===== src/rtl/perf_retire_feeder_pkg.sv =====
// Shared integer-unit types used by the performance-counter feeder.
//   NTHREADIDMSB            : MSB index of a thread ID (8 hardware threads)
//   iu_clk_type             : integer-unit clock bundle; only .clk is carried
//   perf_count_write_req_in : one counter-update request {valid, tid, inst}
package perf_retire_feeder_pkg;

   localparam int NTHREADIDMSB = 2;

   typedef struct packed {
      logic clk;
   } iu_clk_type;

   typedef struct packed {
      logic                  valid;
      logic [NTHREADIDMSB:0] tid;
      logic [31:0]           inst;
   } perf_count_write_req_in;

endpackage


===== src/rtl/perf_retire_feeder.sv =====
// Upstream feeder for the per-thread performance counters.
// Taps the commit stream. It drops annulled/trapped commits and commits from
// threads whose enable bit is clear, and buffers the rest in a small FIFO.
// It issues at most one counter request per cycle, and never the same thread
// on two consecutive cycles, so the counter RAM read-modify-write cannot
// collide. Commits that find the FIFO full are counted in drop_cnt.
//
// Parameters:
//   FIFO_DEPTH : FIFO entries (power of two, >= 2)
//   DROP_W     : drop counter width
// Ports:
//   gclk         in  : clock bundle (gclk.clk only)
//   rst          in  : asynchronous active-low reset
//   commit_valid in  : an instruction commits this cycle
//   commit_tid   in  : thread ID of the commit
//   commit_inst  in  : instruction word of the commit
//   commit_annul in  : commit annulled/trapped, not counted
//   cfg_we       in  : load the thread-enable mask
//   cfg_mask     in  : per-thread count enable, bit i = thread i
//   drop_clr     in  : clear drop_cnt
//   wreq_out     out : registered counter request {valid, tid, inst}
//   drop_cnt     out : saturating count of commits lost to overflow
//   fifo_level   out : current FIFO occupancy
module perf_retire_feeder
   import perf_retire_feeder_pkg::*;
#(
   parameter int FIFO_DEPTH = 4,
   parameter int DROP_W     = 16
) (
   input  iu_clk_type                       gclk,
   input  logic                             rst,
   input  logic                             commit_valid,
   input  logic [NTHREADIDMSB:0]            commit_tid,
   input  logic [31:0]                      commit_inst,
   input  logic                             commit_annul,
   input  logic                             cfg_we,
   input  logic [2**(NTHREADIDMSB+1)-1:0]   cfg_mask,
   input  logic                             drop_clr,
   output perf_count_write_req_in           wreq_out,
   output logic [DROP_W-1:0]                drop_cnt,
   output logic [$clog2(FIFO_DEPTH):0]      fifo_level
);

   localparam int AW   = $clog2(FIFO_DEPTH);
   localparam int TW   = NTHREADIDMSB + 1;
   localparam int NTHR = 2**TW;

   localparam logic [AW:0]       PTR_ONE  = {{AW{1'b0}}, 1'b1};
   localparam logic [AW:0]       LVL_ONE  = {{AW{1'b0}}, 1'b1};
   localparam logic [DROP_W-1:0] DROP_ONE = {{(DROP_W-1){1'b0}}, 1'b1};
   localparam logic [DROP_W-1:0] DROP_MAX = {DROP_W{1'b1}};

   typedef struct packed {
      logic [TW-1:0] tid;
      logic [31:0]   inst;
   } entry_t;

   logic                   clk_s;
   entry_t                 mem_r [FIFO_DEPTH];
   // Pointers carry one extra wrap bit so full and empty are distinguishable.
   logic [AW:0]            wr_ptr_r;
   logic [AW:0]            rd_ptr_r;
   logic [NTHR-1:0]        mask_r;
   perf_count_write_req_in wreq_r;
   logic [DROP_W-1:0]      drop_r;
   logic [AW:0]            level_r;

   logic [AW-1:0]          wr_idx_s;
   logic [AW-1:0]          rd_idx_s;
   entry_t                 head_s;
   logic                   empty_s;
   logic                   full_s;
   logic                   acc_s;
   logic                   pop_s;
   logic                   push_s;
   logic                   drop_s;
   logic [AW:0]            level_nxt_s;
   logic [DROP_W-1:0]      drop_nxt_s;
   perf_count_write_req_in wreq_nxt_s;

   assign clk_s = gclk.clk;

   // FIFO status, issue eligibility and push/drop decision for this edge.
   always_comb begin
      wr_idx_s = wr_ptr_r[AW-1:0];
      rd_idx_s = rd_ptr_r[AW-1:0];
      head_s   = mem_r[rd_idx_s];
      empty_s  = (wr_ptr_r == rd_ptr_r);
      full_s   = (wr_ptr_r[AW] != rd_ptr_r[AW]) && (wr_idx_s == rd_idx_s);
      // The head is blocked only when it repeats the thread issued last cycle;
      // it is never skipped, so one blocked head stalls the whole FIFO.
      pop_s    = ~empty_s & ~(wreq_r.valid & (head_s.tid == wreq_r.tid));
      acc_s    = commit_valid & ~commit_annul & mask_r[commit_tid];
      // A full FIFO still takes the commit when the head leaves on this edge.
      push_s   = acc_s & (~full_s | pop_s);
      drop_s   = acc_s & full_s & ~pop_s;
   end

   // Occupancy follows push/pop; both together leave it unchanged.
   always_comb begin
      level_nxt_s = level_r;
      case ({push_s, pop_s})
         2'b10:   level_nxt_s = level_r + LVL_ONE;
         2'b01:   level_nxt_s = level_r - LVL_ONE;
         default: level_nxt_s = level_r;
      endcase
   end

   // Drop counter: clear wins over hold, but a drop on the clearing edge counts.
   always_comb begin
      drop_nxt_s = drop_r;
      if (drop_clr) begin
         drop_nxt_s = drop_s ? DROP_ONE : {DROP_W{1'b0}};
      end else if (drop_s && (drop_r != DROP_MAX)) begin
         drop_nxt_s = drop_r + DROP_ONE;
      end else begin
         drop_nxt_s = drop_r;
      end
   end

   // Request register: load the head on a pop, else only clear valid.
   always_comb begin
      wreq_nxt_s = wreq_r;
      if (pop_s) begin
         wreq_nxt_s.valid = 1'b1;
         wreq_nxt_s.tid   = head_s.tid;
         wreq_nxt_s.inst  = head_s.inst;
      end else begin
         wreq_nxt_s.valid = 1'b0;
      end
   end

   // Control state: pointers, level, mask, drop counter and request register.
   always_ff @(posedge clk_s or negedge rst) begin
      if (!rst) begin
         wr_ptr_r <= {(AW+1){1'b0}};
         rd_ptr_r <= {(AW+1){1'b0}};
         level_r  <= {(AW+1){1'b0}};
         mask_r   <= {NTHR{1'b1}};
         drop_r   <= {DROP_W{1'b0}};
         wreq_r   <= {1'b0, {TW{1'b0}}, 32'h0000_0000};
      end else begin
         if (push_s) begin
            wr_ptr_r <= wr_ptr_r + PTR_ONE;
         end else begin
            wr_ptr_r <= wr_ptr_r;
         end
         if (pop_s) begin
            rd_ptr_r <= rd_ptr_r + PTR_ONE;
         end else begin
            rd_ptr_r <= rd_ptr_r;
         end
         if (cfg_we) begin
            mask_r <= cfg_mask;
         end else begin
            mask_r <= mask_r;
         end
         level_r <= level_nxt_s;
         drop_r  <= drop_nxt_s;
         wreq_r  <= wreq_nxt_s;
      end
   end

   // FIFO storage; cleared on reset so no stale entry can ever surface.
   always_ff @(posedge clk_s or negedge rst) begin
      if (!rst) begin
         for (int i = 0; i < FIFO_DEPTH; i++) begin
            mem_r[i] <= {{TW{1'b0}}, 32'h0000_0000};
         end
      end else begin
         if (push_s) begin
            mem_r[wr_idx_s] <= {commit_tid, commit_inst};
         end
      end
   end

   assign wreq_out   = wreq_r;
   assign drop_cnt   = drop_r;
   assign fifo_level = level_r;

endmodule


===== config.mk =====
export PLATFORM = sky130hd
export DESIGN_NAME = perf_retire_feeder
export DESIGN_NICKNAME = d
export VERILOG_FILES = /design/src/rtl/perf_retire_feeder_pkg.sv /design/src/rtl/perf_retire_feeder.sv
export SDC_FILE = /design/constraint.sdc
export NUM_CORES = 1
export LEC_CHECK = 0
export CAP_MARGIN = 20
export CORE_ASPECT_RATIO = 0.6
export CORE_MARGIN = 4
export CORE_UTILIZATION = 57
export DETAILED_ROUTE_END_ITERATION = 7
export PLACE_DENSITY = 0.84
export SETUP_SLACK_MARGIN = 0.5
export SLEW_MARGIN = 0
export SYNTH_ARGS = -nofsm -noshare
export SYNTH_HDL_FRONTEND = slang
export SYNTH_SLANG_ARGS = --single-unit

===== constraint.sdc =====
create_clock -name gclk -period 3.8 [get_ports gclk]
set_clock_uncertainty 0.05 [all_clocks]
set_input_delay 0.76 -clock gclk [delete_from_list [all_inputs] [get_ports gclk]]
set_output_delay 0.76 -clock gclk [all_outputs]
set_load 0.01 [all_outputs]

# Word level (Yosys, flattened, before mapping)
# Cells that the tools add are included.
op_classes:
  addsub: 5
  magnitude_cmp: 4
  n_eq_ne: 7
  mux: 13
  bitwise_logic: 15
  reduce_logical: 5
op_table:
  columns: ["cell", "n"]
  rows:
  - ["$bwmux W140", 1]
  - ["$mux W35", 3]
  - ["$bmux W35 S2", 1]
  - ["$demux W35 S2", 1]
  - ["$mux W16", 2]
  - ["$add A16 B1 Y16 const B", 1]
  - ["$ne A16 B16 Y1 const B", 1]
  - ["$add A3 B1 Y3 const B", 3]
  - ["$and A1 B1 Y1", 7]
  - ["$eq A3 B3 Y1", 2]
  - ["$ge A3 B3 Y1 const B", 2]
  - ["$not A2 Y3", 2]
  - ["$pmux W3 S2", 1]
  - ["$not A1 Y1", 5]
  - ["$lt A3 B4 Y1 const B", 1]
  - ["$reduce_bool A2 Y1", 2]
  - ["$bmux W1 S3", 1]
  - ["$logic_and A1 B1 Y1", 3]
  - ["$lt A3 B1 Y1 const B", 1]
  - ["$mux W1", 3]
  - ["$sub A3 B1 Y3 const B", 1]
  - ["$eq A2 B1 Y1 const B", 1]
  - ["$eq A2 B2 Y1", 1]
  - ["$eq A2 B2 Y1 const B", 1]
  - ["2 further kinds", 2]
word_totals:
  regBits: 209
  output_inout_bits: 55
  wordCells: 65

# Longest topological paths before layout
depth:
  depth_word: 13
  ltp_mapped: 12
  mapped_depth_nobuf: 10

# Worst setup path after synthesis
# OpenSTA, ideal clock, no wires.
synth_path:
  path_kind: "in2reg"
  from: "in commit_tid[0]"
  to: "reg level_r[2] (netlist: fifo_level[2])"
  arrival_time_ns: 2.983
  t_required_ns: 3.671
  path_slack_ns: 0.688
  path_stages: 11
  path_buffers: 1
  path_cell_list: "buf_2 > mux4_2 > nand2b_1 > nand4b_2 > nand2b_1 > ha_1 > inv_1 > fa_1 > xor2_1 > nor2_1 > xor2_1"
synth_via:
  elab_chain_cells: 6
  elab_cells_between_ends: 8
  classes_between: "eq/ne: 2; mux: 3; bitwise: 2; reduce/logical: 1"
synth_rtl:
  columns: ["element", "line_no", "source"]
  rows:
  - ["from (decl)", "perf_retire_feeder.sv:33", "input logic [NTHREADIDMSB:0] commit_tid,"]
  - ["$bmux W1 S3 *", "perf_retire_feeder.sv:93", "acc_s = commit_valid & ~commit_annul & mask_r[commit_tid];"]
  - ["$mux W1 (implied by the code) *", "perf_retire_feeder.sv:93", null]
  - ["$and A1 B1 Y1 *", "perf_retire_feeder.sv:93", null]
  - ["$and A1 B1 Y1 *", "perf_retire_feeder.sv:95", "push_s = acc_s & (~full_s | pop_s);"]
  - ["$eq A2 B1 Y1 / $eq A2 B2 Y1 (equally long branches)", "perf_retire_feeder.sv:102", "case ({push_s, pop_s})"]
  - ["$pmux W3 S2 / $reduce_bool A2 Y1 (equally long branches)", null, null]
  - ["to (signal assigned)", "perf_retire_feeder.sv:138", "level_r <= {(AW+1){1'b0}};"]
  - ["to (signal assigned)", "perf_retire_feeder.sv:158", "level_r <= level_nxt_s;"]
  - ["to (decl)", "perf_retire_feeder.sv:66", "logic [AW:0] level_r;"]
# Every way passes the cells marked *; elsewhere a longest branch is shown, timed or not. The select of a mux whose other input is x is not followed.
# A chain may end at the register's enable or synchronous reset.

# Worst setup path in the final report
layout_path:
  from: "reg rd_ptr_r[1]"
  to: "reg level_r[2] (netlist: fifo_level[2])"
layout_via:
  elab_chain_cells: 12
  elab_cells_between_ends: 19
  classes_between: "eq/ne: 5; mux: 4; bitwise: 8; reduce/logical: 2"
layout_rtl:
  columns: ["element", "line_no", "source"]
  rows:
  - ["from (decl)", "perf_retire_feeder.sv:62", "logic [AW:0] rd_ptr_r;"]
  - ["from (signal assigned)", "perf_retire_feeder.sv:137", "rd_ptr_r <= {(AW+1){1'b0}};"]
  - ["from (signal assigned)", "perf_retire_feeder.sv:149", "rd_ptr_r <= rd_ptr_r + PTR_ONE;"]
  - ["from (signal assigned)", "perf_retire_feeder.sv:151", "rd_ptr_r <= rd_ptr_r;"]
  - ["$not A2 Y3 (implied by the code)", "perf_retire_feeder.sv:87", "head_s = mem_r[rd_idx_s];"]
  - ["$bmux W35 S2", "perf_retire_feeder.sv:87", null]
  - ["$mux W35 (implied by the code) (2 in series)", "perf_retire_feeder.sv:87", null]
  - ["$eq A3 B3 Y1", "perf_retire_feeder.sv:92", "pop_s = ~empty_s & ~(wreq_r.valid & (head_s.tid == wreq_r.tid));"]
  - ["$and A1 B1 Y1", "perf_retire_feeder.sv:92", null]
  - ["$not A1 Y1", "perf_retire_feeder.sv:92", null]
  - ["$and A1 B1 Y1", "perf_retire_feeder.sv:92", null]
  - ["$or A1 B1 Y1", "perf_retire_feeder.sv:95", null]
  - ["$and A1 B1 Y1", "perf_retire_feeder.sv:95", null]
  - ["$eq A2 B1 Y1 / $eq A2 B2 Y1 (equally long branches)", "perf_retire_feeder.sv:102", null]
  - ["$pmux W3 S2 / $reduce_bool A2 Y1 (equally long branches)", null, null]
# Several ways; a longest one is shown, not always the timed one. The select of a mux whose other input is x is not followed.

==> run summary <==
TIMING
---------------------------------------------------------------------------------
Relative slew margins ..............................................        43.8%
Slew at the pin closest to its max-slew limit ......................     0.843 ns
Final Hold Fails ...................................................            0
Tcrit/Tclk final ...................................................        79.3%
Final Slew Violations ..............................................            0
Setup TNS after final layout .......................................         0 ns
Maximum operating frequency ........................................      332 MHz
Hold WS ............................................................     0.283 ns
Final worst path period need .......................................      3.01 ns
Worst Setup Slack, final ...........................................     0.788 ns
Count of endpoints failing setup in the final report ...............            0
Unrepaired setup endpoints after global routing ....................           no

GLOBAL ROUTING
---------------------------------------------------------------------------------
GR Overflow Total ..................................................            0
Antenna violations before repair ...................................            1
Largest net degree at the start of global routing ..................          103
Total routing resource utilization after global routing ............        21.2%
First-pass GRT wire length .........................................    32,300 µm
Vias in the first global route .....................................        5,841

SYNTHESIS
---------------------------------------------------------------------------------
Cell area after technology mapping .................................     9510 µm²
Primary flip-flop cell chosen by synthesis mapping .................      dfrtp_1
Synth Register Bits ................................................          209
Top cell type by total area after synthesis ........................      dfrtp_1
Post-synthesis net count ...........................................          656
Largest cells by area after synthesis .............................. dfrtp_1, mux2_2, mux4_2
Post-synthesis instance total ......................................          599
Sequential cell area fraction in the yosys report ..................        55.1%
Number of flops mapped to enable cells by yosys ....................            0
Average instance area after synthesis ..............................     15.9 µm²
Portion of synthesized cell area occupied by the leading cell type .        52.9%
Distinct cells, synth ..............................................           48
Warning count from the yosys run ...................................            0
Fraction of registers with async set or reset after synthesis ......         100%

SETUP PATH
---------------------------------------------------------------------------------
Startpoint types ...................................................         flop
Endpoint kind of the worst setup timing path .......................         flop
WP data arrival ....................................................      3.37 ns
Worst-path fanout max ..............................................           23
Worst Path Class, Setup ............................................      reg2reg
Required arrival time at the worst endpoint ........................      4.15 ns

PWR
---------------------------------------------------------------------------------
LEAKAGE ............................................................   0.00479 µW
Max IR drop VDD ....................................................     0.458 mV
PwrDens ............................................................   867 nW/µm²

CLOCKING
---------------------------------------------------------------------------------
Clock tree from TritonCTS ..........................................          yes
Number of gates resized after cts ..................................            0
Clock sink total ...................................................          209
Maximum clock insertion buffer count ...............................            3
Clock root buffer master ...........................................    clkbuf_16
Post-CTS Hold Buffers ..............................................            0
Post CTS Setup Buffer Count ........................................            0
Register clock-pin slew on the reported worst setup and hold paths .      0.06 ns
CTS buffer count ...................................................           20
Worst-skew pair later-pin latency ..................................      0.48 ns
Clock H-tree levels ................................................            1

DETAILED ROUTING
---------------------------------------------------------------------------------
First-iteration detailed-routing DRC count .........................          439
Count of nets left with antenna violations after detail routing ....            0
Via density ........................................................         5.82
Total detailed-routing wirelength ..................................    19,400 µm
Detail-routed net length per standard cell .........................      20.5 µm
Drt first pass iters ...............................................            5
Overall via count from detail_route ................................        5,513
DRC viols ..........................................................            0

FLOORPLANNING
---------------------------------------------------------------------------------
Die X-Extent .......................................................       175 µm
Number of I/O pins .................................................          104
Site Rows ..........................................................           36
Standard cell core area ............................................   16,300 µm²
Initial core utilization ...........................................        58.3%
Total Die Area .....................................................   18,900 µm²
Vert. Die Dim ......................................................       108 µm

FINAL LAYOUT
---------------------------------------------------------------------------------
Growth of design area from synthesis to finish .....................        20.1%
Net count reported at finish .......................................          763
Post-route design area .............................................   11,400 µm²
Final core utilization .............................................        70.0%
Fraction of final layout cells with drive strength greater than 1 ..        41.7%
Diodes inserted ....................................................            0

PLACE
---------------------------------------------------------------------------------
HPWL after detailed placement ......................................    12,600 µm
Post-placement cell area ...........................................   10,800 µm²
Buffers added on ports .............................................          103
Pre-CTS setup slack ................................................     0.402 ns
GPL Wtd Cong .......................................................        0.810

RUN
---------------------------------------------------------------------------------
Number of max-cap violations .......................................            0

RUN STATUS
---------------------------------------------------------------------------------
Status ............................................................. finished clean

HOLD PATH
---------------------------------------------------------------------------------
Type of the most critical hold path ................................     in2async

==> worst max-delay path: stages, from the launching register on <==
cell,delay (ns)
dfrtp_2,0.66
mux4_2,0.44
xnor2_2,0.25
nand4_1,0.12
buf_4,0.22
nand2b_1,0.16
ha_1,0.20
inv_1,0.06
fa_1,0.37
xor2_1,0.15
nor2_1,0.10
xor2_1,0.14
==> placed cells by master, fill, tap and decap left out, drive strengths merged, types with 3 or more instances in the layout <==
cell type | Yosys | layout
dfstp | 8 | 8
buf | 24 | 17
nand4 | 4 | 4
nand2 | 8 | 8
o31ai | 4 | 4
a21oi | 4 | 4
ha | 7 | 7
nor3b | 5 | 5
nor2b | 8 | 8
nand3 | 3 | 3
clkinv | 0 | 3
o21ai | 3 | 3
or4 | 4 | 4
xnor2 | 7 | 7
nor4 | 11 | 11
xor2 | 6 | 6
inv | 8 | 9
mux2i | 3 | 3
nor2 | 15 | 15
mux2 | 193 | 193
or3 | 4 | 4
clkdlybuf4s50 | 0 | 102
mux4 | 36 | 36
dfrtp | 201 | 201
clkbuf | 11 | 31
==> Yosys cell counts, types with 4 or more instances <==
master	n
dfrtp_1	201
dfstp_2	8
o31ai_1	4
or4_1	4
or3_1	4
nand4_1	4
clkbuf_1	11
mux2_4	29
mux4_2	36
xor2_1	6
xnor2_1	4
buf_2	9
nor2_1	15
mux2_2	163
nor4_1	11
ha_1	7
inv_1	8
a21oi_1	4
nand2_1	8
nor2b_1	8
buf_6	15
==> stage by stage <==
stage	std cells	power (µW)
3_3_place_gp	912	7760
3_5_place_dp	912	8020
6_report	947	9900
5_1_grt	947	10500
2_1_floorplan	599	6740
4_1_cts	947	10000
==> area by class of cell <==
cell class              instances  area, µm²
clock inverters                 5       31.3
fillers                      1065       4890
inverters                       8       30.0
well taps                     228        285
multi-input cells             347       4010
clock buffers                  30        619
flip-flops and latches        209       5240
repair buffers                120       1200
==> logic make-up (layout without fill, tap and decap cells) <==
kind of cell    after synthesis  count (layout)  share of synthesized area (%)
xor+xnor                     13              13                           1.43
simple gates                 74              74                           5.00
compound gates               20              20                           1.50
flops                       209             209                           55.1
mux                         232             232                           32.8
fa+ha+maj                     8               8                           1.13
buf+inv                      43             163                           3.00
==> flip-flops by register name, summed over array words and instances, names as in the netlist <==
register,count
wr_ptr_r,3
drop_cnt,16
rd_ptr_r,3
fifo_level,3
mem_r,140
wreq_out,36
mask_r,8
==> final timing paths <==
kind | from | endpoint | slack [ns] | depth (start not counted)
hold reg to reg | wr_ptr_r[2] | wr_ptr_r[2] | 0.44 | 1
max in group asynchronous | rst | mem_r[82] | 2.39 | 2
hold / removal | rst | mem_r[29] | 0.28 | 1
setup / recovery | rd_ptr_r[1] | fifo_level[2] | 0.79 | 11
setup reg to reg | rd_ptr_r[1] | fifo_level[2] | 0.79 | 11
min in group gclk | wr_ptr_r[2] | wr_ptr_r[2] | 0.44 | 1
==> where the power goes <==
part / total (µW) / leakage, µW / internal, µW / switching, µW
registers: 3860 / 0.00257 / 3260 / 600
clock network: 1960 / 0.000322 / 1130 / 831
logic: 4080 / 0.00189 / 2530 / 1550
total: 9900 / 0.00479 / 6920 / 2980
==> routing by layer <==
| layer | track usage (%) | part of all wire, % | up-vias |
|---|---|---|---|
| li1 | - | - | 2434 |
| met1 | 30.9 | 46 | 2908 |
| met2 | 34.6 | 48 | 142 |
| met3 | 3.74 | 4.7 | 27 |
| met4 | 3.70 | 1.3 | 2 |
| met5 | 0 | 0.062 | - |
Note: power is estimated with default switching activity, not from simulation.
